`src/rtl/button_events.sv`:
```
// button_events
//   Classifies debounced press/release pulses into click, double click,
//   long press and auto-repeat events. One shared down-stream counter times
//   every state; it is cleared on each state change and only ever compared
//   for equality against (parameter - 1), so it can never wrap.
//
// State table
//   state  | meaning
//   IDLE   | button released, nothing pending
//   PRESS1 | first press held, timing toward a long press
//   WAIT2  | first press released, timing the double-click window
//   PRESS2 | second press held, double click fires on its release
//   LONG   | long press reached, emitting auto-repeat pulses
//
// Ports
//   clk      in   system clock, rising edge
//   rst      in   synchronous active-high reset
//   up_i     in   one-cycle debounced press pulse
//   dn_i     in   one-cycle debounced release pulse
//   click_o  out  one-cycle single-click pulse
//   dclick_o out  one-cycle double-click pulse
//   long_o   out  one-cycle pulse when a press reaches LONG_CYCLES
//   rpt_o    out  one-cycle auto-repeat pulse while a long press is held
//   busy_o   out  high whenever the FSM is not in IDLE
module button_events #(
  parameter int LONG_CYCLES   = 25_000_000,
  parameter int DCLICK_CYCLES = 12_500_000,
  parameter int REPEAT_CYCLES = 5_000_000
) (
  input  logic clk,
  input  logic rst,
  input  logic up_i,
  input  logic dn_i,
  output logic click_o,
  output logic dclick_o,
  output logic long_o,
  output logic rpt_o,
  output logic busy_o
);

  if (LONG_CYCLES < 2 || DCLICK_CYCLES < 2 || REPEAT_CYCLES < 2) begin : g_param_check
    $error("button_events: every cycle parameter must be at least 2");
  end

  localparam int MAX_LD = (LONG_CYCLES > DCLICK_CYCLES) ? LONG_CYCLES : DCLICK_CYCLES;
  localparam int MAX_ALL = (MAX_LD > REPEAT_CYCLES) ? MAX_LD : REPEAT_CYCLES;
  localparam int CW = $clog2(MAX_ALL);

  // The counter holds (edges since entry - 1), so the Nth edge is cnt == N-1.
  localparam logic [CW-1:0] LONG_LAST   = CW'(LONG_CYCLES - 1);
  localparam logic [CW-1:0] DCLICK_LAST = CW'(DCLICK_CYCLES - 1);
  localparam logic [CW-1:0] REPEAT_LAST = CW'(REPEAT_CYCLES - 1);

  typedef enum logic [2:0] {
    IDLE   = 3'd0,
    PRESS1 = 3'd1,
    WAIT2  = 3'd2,
    PRESS2 = 3'd3,
    LONG   = 3'd4
  } state_t;

  state_t        state, state_nx;
  logic [CW-1:0] cnt, cnt_nx;
  logic          click_nx, dclick_nx, long_nx, rpt_nx;
  logic          up_ev, dn_ev;

  // Press and release in the same cycle cancel out.
  assign up_ev = up_i & ~dn_i;
  assign dn_ev = dn_i & ~up_i;

  always_comb begin
    state_nx  = state;
    cnt_nx    = cnt + 1'b1;
    click_nx  = 1'b0;
    dclick_nx = 1'b0;
    long_nx   = 1'b0;
    rpt_nx    = 1'b0;

    case (state)
      IDLE: begin
        cnt_nx = '0;
        if (up_ev) state_nx = PRESS1;
      end

      PRESS1: begin
        if (dn_ev) begin
          state_nx = WAIT2;
          cnt_nx   = '0;
        end else if (cnt == LONG_LAST) begin
          state_nx = LONG;
          cnt_nx   = '0;
          long_nx  = 1'b1;
        end
      end

      WAIT2: begin
        if (up_ev) begin
          state_nx = PRESS2;
          cnt_nx   = '0;
        end else if (cnt == DCLICK_LAST) begin
          state_nx = IDLE;
          cnt_nx   = '0;
          click_nx = 1'b1;
        end
      end

      PRESS2: begin
        // Hold duration does not matter here, so the counter stays parked.
        cnt_nx = '0;
        if (dn_ev) begin
          state_nx  = IDLE;
          dclick_nx = 1'b1;
        end
      end

      LONG: begin
        if (dn_ev) begin
          state_nx = IDLE;
          cnt_nx   = '0;
        end else if (cnt == REPEAT_LAST) begin
          cnt_nx = '0;
          rpt_nx = 1'b1;
        end
      end

      default: begin
        state_nx = IDLE;
        cnt_nx   = '0;
      end
    endcase
  end

  always_ff @(posedge clk) begin
    if (rst) begin
      state    <= IDLE;
      cnt      <= '0;
      click_o  <= 1'b0;
      dclick_o <= 1'b0;
      long_o   <= 1'b0;
      rpt_o    <= 1'b0;
      busy_o   <= 1'b0;
    end else begin
      state    <= state_nx;
      cnt      <= cnt_nx;
      click_o  <= click_nx;
      dclick_o <= dclick_nx;
      long_o   <= long_nx;
      rpt_o    <= rpt_nx;
      busy_o   <= (state_nx != IDLE);
    end
  end

endmodule
```
`config.mk`:
```
export PLATFORM = sky130hd
export DESIGN_NAME = button_events
export DESIGN_NICKNAME = d
export VERILOG_FILES = /design/src/rtl/button_events.sv
export SDC_FILE = /design/constraint.sdc
export NUM_CORES = 1
export LEC_CHECK = 0
export BUFFER_PORTS_ARGS = -buffer_cell sky130_fd_sc_hd__buf_2
export CORE_ASPECT_RATIO = 1.4
export CORE_UTILIZATION = 53
export DETAILED_ROUTE_END_ITERATION = 10
export HOLD_SLACK_MARGIN = 0.02
export PLACE_DENSITY_LB_ADDON = 0.15
export SLEW_MARGIN = 20
export SYNTH_ARGS = -nofsm -noshare
export SYNTH_HDL_FRONTEND = slang
export SYNTH_SLANG_ARGS = --single-unit
```
`constraint.sdc`:
```
create_clock -name clk -period 2 [get_ports clk]
set_input_delay 0.4 -clock clk [delete_from_list [all_inputs] [get_ports clk]]
set_output_delay 0.4 -clock clk [all_outputs]
set_load 0.005 [all_outputs]
```
==> impl_summary.txt <==
----------------------------------------------------
[Worst setup path]
  Series of cell instances along the critical path ... ha_1 -> and4b_1 -> nand4b_1 -> buf_4 -> o41ai_1 -> and2_2 -> or3_1
  Max FO, Critical Path ... 4
  Required time worst endpoint ... 2.23 ns
  Crit. End Element ... flop
  Critical path type ... reg -> reg
  Arrival time at the worst endpoint ... 2.21 ns
  CP Launch Type ... flop
  Library cell contributing the largest single delay on the critical path ... sky130_fd_sc_hd__o41ai_1
  Maximum cell stage delay along the critical path ... 0.40 ns

[Cells and area]
  Antenna diode instance count ... 0
  Net count of the finished layout ... 204
  Filler cell count ... 262
  Area overhead of the layout relative to synthesis ... 13.2%
  Layout cell share with drive strength beyond 1 ... 15.5%
  Register area ... 661 µm²
  Post-route cell area ... 1810 µm²
  Post-layout instance count excluding filler cells ... 237
  Multi-input combinational cell area ... 895 µm²

[Pwr]
  VDD IR max ... 0.563 mV
  Power per cell area ... 651 nW/µm²
  Total power consumption of the routed design ... 1180 µW
  Leakage power summed over all cells ... 0.000583 µW

[Synth]
  Share of the synthesized area in the top cell type ... 41.4%
  Number of synthesized register bits ... 33
  Post-Syn Area ... 1600 µm²
  Top cells by count, synth ... 33 x sky130_fd_sc_hd__dfxtp_1, 32 x sky130_fd_sc_hd__nor2_1, 16 x sky130_fd_sc_hd__xnor2_1, 11 x sky130_fd_sc_hd__nand2_1, 10 x sky130_fd_sc_hd__nor3_1
  Dominant register cell in the synthesized netlist ... sky130_fd_sc_hd__dfxtp_1
  Count of cell types in the netlist ... 39
  Cell count after synthesis ... 182
  Largest area contributor in the netlist ... sky130_fd_sc_hd__dfxtp_1
  Most frequently used cell type in the post-synthesis netlist ... sky130_fd_sc_hd__dfxtp_1
  Dominant cells by area after synthesis ... sky130_fd_sc_hd__dfxtp_1 41%, sky130_fd_sc_hd__xnor2_1 8.8%, sky130_fd_sc_hd__nor2_1 7.5%
  Portion of the post-synthesis area used by sequential elements ... 41.4%
  Synthesized Nets ... 187
  YS warnings ... 0
  Post-Synthesis Mean Instance Area ... 8.77 µm²
  Number of flops mapped to enable cells by yosys ... 0
  Synth async-reset ratio ... 0%

[Placement]
  Instance area after placement ... 1700 µm²
  Half-perimeter wire length of the detailed placement result ... 2420 µm
  Setup slack at placement ... 0.0196 ns
  Total instance count after detailed placement ... 228
  IO buf count ... 8
  Final weighted congestion in routability-driven placement ... 0.824

[STA]
  Share of the cycle needed by the critical path after routing ... 98.5%
  Worst setup skew after layout ... 0.00910 ns
  Final count of negative-setup-slack endpoints ... 0
  Final critical path time including I/O delays and setup ... 1.97 ns
  Relative slew slack ... 76.0%
  Maximum clock rate ... 507 MHz
  Max-slew violation count ... 0
  Smallest hold slack ... 0.335 ns
  Worst setup margin ... 0.0294 ns
  Worst slew pin tran ... 0.355 ns
  Final hold violation count ... 0

[Detailed routing]
  Number of DRC violations after detailed-routing iteration 0 ... 16
  Wirelength per Cell ... 13.7 µm
  Residual antenna-violating net count after detailed routing ... 0
  Post-route DRC ... 0
  Total Routed Length ... 3240 µm
  1st-pass router iterations ... 4
  Via density per instance ... 5.51
  Vias after detailed routing ... 1,307

[GRT]
  Gr ovfl total ... 0
  Number of antenna violations at the first check in global routing ... 0
  Vias in the first global route ... 1,273
  Pin count of the biggest net entering global routing ... 17
  Wire length of the first global-routing pass ... 5430 µm
  Global routing usage summed across all routing layers ... 21.9%

[Clock network]
  Clock insertion delay at the later pin of the skew report ... 0.29 ns
  Clk slew on worst S/H paths ... 0.07 ns
  Clock root cell ... sky130_fd_sc_hd__clkbuf_8
  Cts bufs inserted ... 5
  Clock tree from TritonCTS ... yes
  Count of hold buffers inserted by post-cts repair ... 0
  Number of H-tree branching levels ... 2
  TritonCTS sink count ... 33
  Maximum buffer depth of the clock tree ... 2

[Floorplan]
  Die boundary width ... 48.4 µm
  Number of standard-cell rows in the floorplan ... 23
  Placeable core area ... 2880 µm²
  Vert. Die Dim ... 66.9 µm
  Total I/O pin count ... 9
  DIE AREA ... 3240 µm²
  Initial core utilization ... 55.5%

[Flow run]
  Number of max-capacitance violations reported ... 0

[Worst hold path]
  HP Class ... in -> reg

[Run status]
  Run status ... finished, final reports clean

----------------------------------------------------
==> cell type report <==
| type | instances | share of cell area (%) |
|---|---|---|
| well taps | 37 | 2.56 |
| clock inverters | 3 | 0.969 |
| repair buffers | 14 | 5.40 |
| inverters | 6 | 1.25 |
| flip-flops and latches | 33 | 36.5 |
| multi-input cells | 139 | 49.5 |
| clock buffers | 5 | 3.81 |
==> critical path: cells and delay by family (launching register included) <==
family | cells | cell delay, ns
DFF | 1 | 0.39
buffers and inverters | 1 | 0.22
AOI/OAI and AO/OA | 1 | 0.40
adders and majority gates | 1 | 0.18
and+or+nand+nor | 4 | 0.74
==> per-layer routing <==
layer | share of wire [%] | GRT usage [%] | wire (µm) | vias up
met5 | 0 | 0 | 0 | -
met4 | 1.8 | 10.3 | 59 | 0
met3 | 1.8 | 4.79 | 60 | 6
met2 | 51 | 40.8 | 1660 | 11
met1 | 45 | 23.4 | 1470 | 620
li1 | - | - | - | 670
==> registers in the layout, indices dropped and copies added, names as in the netlist <==
name      cells
cnt          25
long_o        1
rpt_o         1
state         3
click_o       1
busy_o        1
dclick_o      1
==> report_power, final <==
group	switching, µW	internal (µW)
clock network	235	239
logic	20.2	17.2
registers	4.25	661
==> metrics by stage <==
stage,setup TNS (ns),utilization (%)
after CTS,0,62.1
after global routing,-0.149,62.8
after floorplan,0,-
after global placement,0,59.1
after detailed placement,0,59.1
final,0,62.8
==> kinds of logic (layout without fill, tap and decap cells) <==
group                    Yosys count  after routing  synth area share, %
XOR/XNOR                          24             24                 13.2
buffers and inverters             10             28                 3.45
AO/OA/AOI/OAI                      9              9                 4.15
flip-flops                        33             33                 41.4
adder cells (fa/ha/maj)            1              1                0.784
AND/OR/NAND/NOR                  105            105                 37.1
==> path summary, 6_finish.rpt <==
| kind | endpoint | slack, ns | cells after the start | startpoint |
|---|---|---|---|---|
| setup / recovery | busy_o | 0.03 | 7 | cnt[0] |
| setup reg to reg | busy_o | 0.03 | 7 | cnt[0] |
| hold reg to reg | cnt[0] | 0.49 | 1 | cnt[0] |
| hold / removal | dclick_o | 0.34 | 2 | rst |
==> placed cells by master, fill, tap and decap left out, types with 2 or more instances in the layout <==
cell type	instances
sky130_fd_sc_hd__nor2_1	32
sky130_fd_sc_hd__nor2b_1	5
sky130_fd_sc_hd__clkbuf_8	5
sky130_fd_sc_hd__inv_1	6
sky130_fd_sc_hd__dfxtp_1	33
sky130_fd_sc_hd__clkinv_2	2
sky130_fd_sc_hd__and3_1	2
sky130_fd_sc_hd__nand3_1	9
sky130_fd_sc_hd__or3_1	2
sky130_fd_sc_hd__nor3_1	9
sky130_fd_sc_hd__buf_2	8
sky130_fd_sc_hd__xnor2_1	16
sky130_fd_sc_hd__a21oi_1	2
sky130_fd_sc_hd__and4_1	2
sky130_fd_sc_hd__nand2_1	11
sky130_fd_sc_hd__nand4_1	7
sky130_fd_sc_hd__nand4b_1	2
sky130_fd_sc_hd__and4bb_1	2
sky130_fd_sc_hd__nor4_1	6
sky130_fd_sc_hd__xor2_1	8
sky130_fd_sc_hd__buf_4	5
sky130_fd_sc_hd__nand2b_1	4
==> repair_timing <==
item	CTS	global route
buffers inserted	0	1
endpoints found under the setup margin	0	26
hold endpoints to repair	0	0
gates resized for setup	0	2
Note: power is estimated with default switching activity, not from simulation.
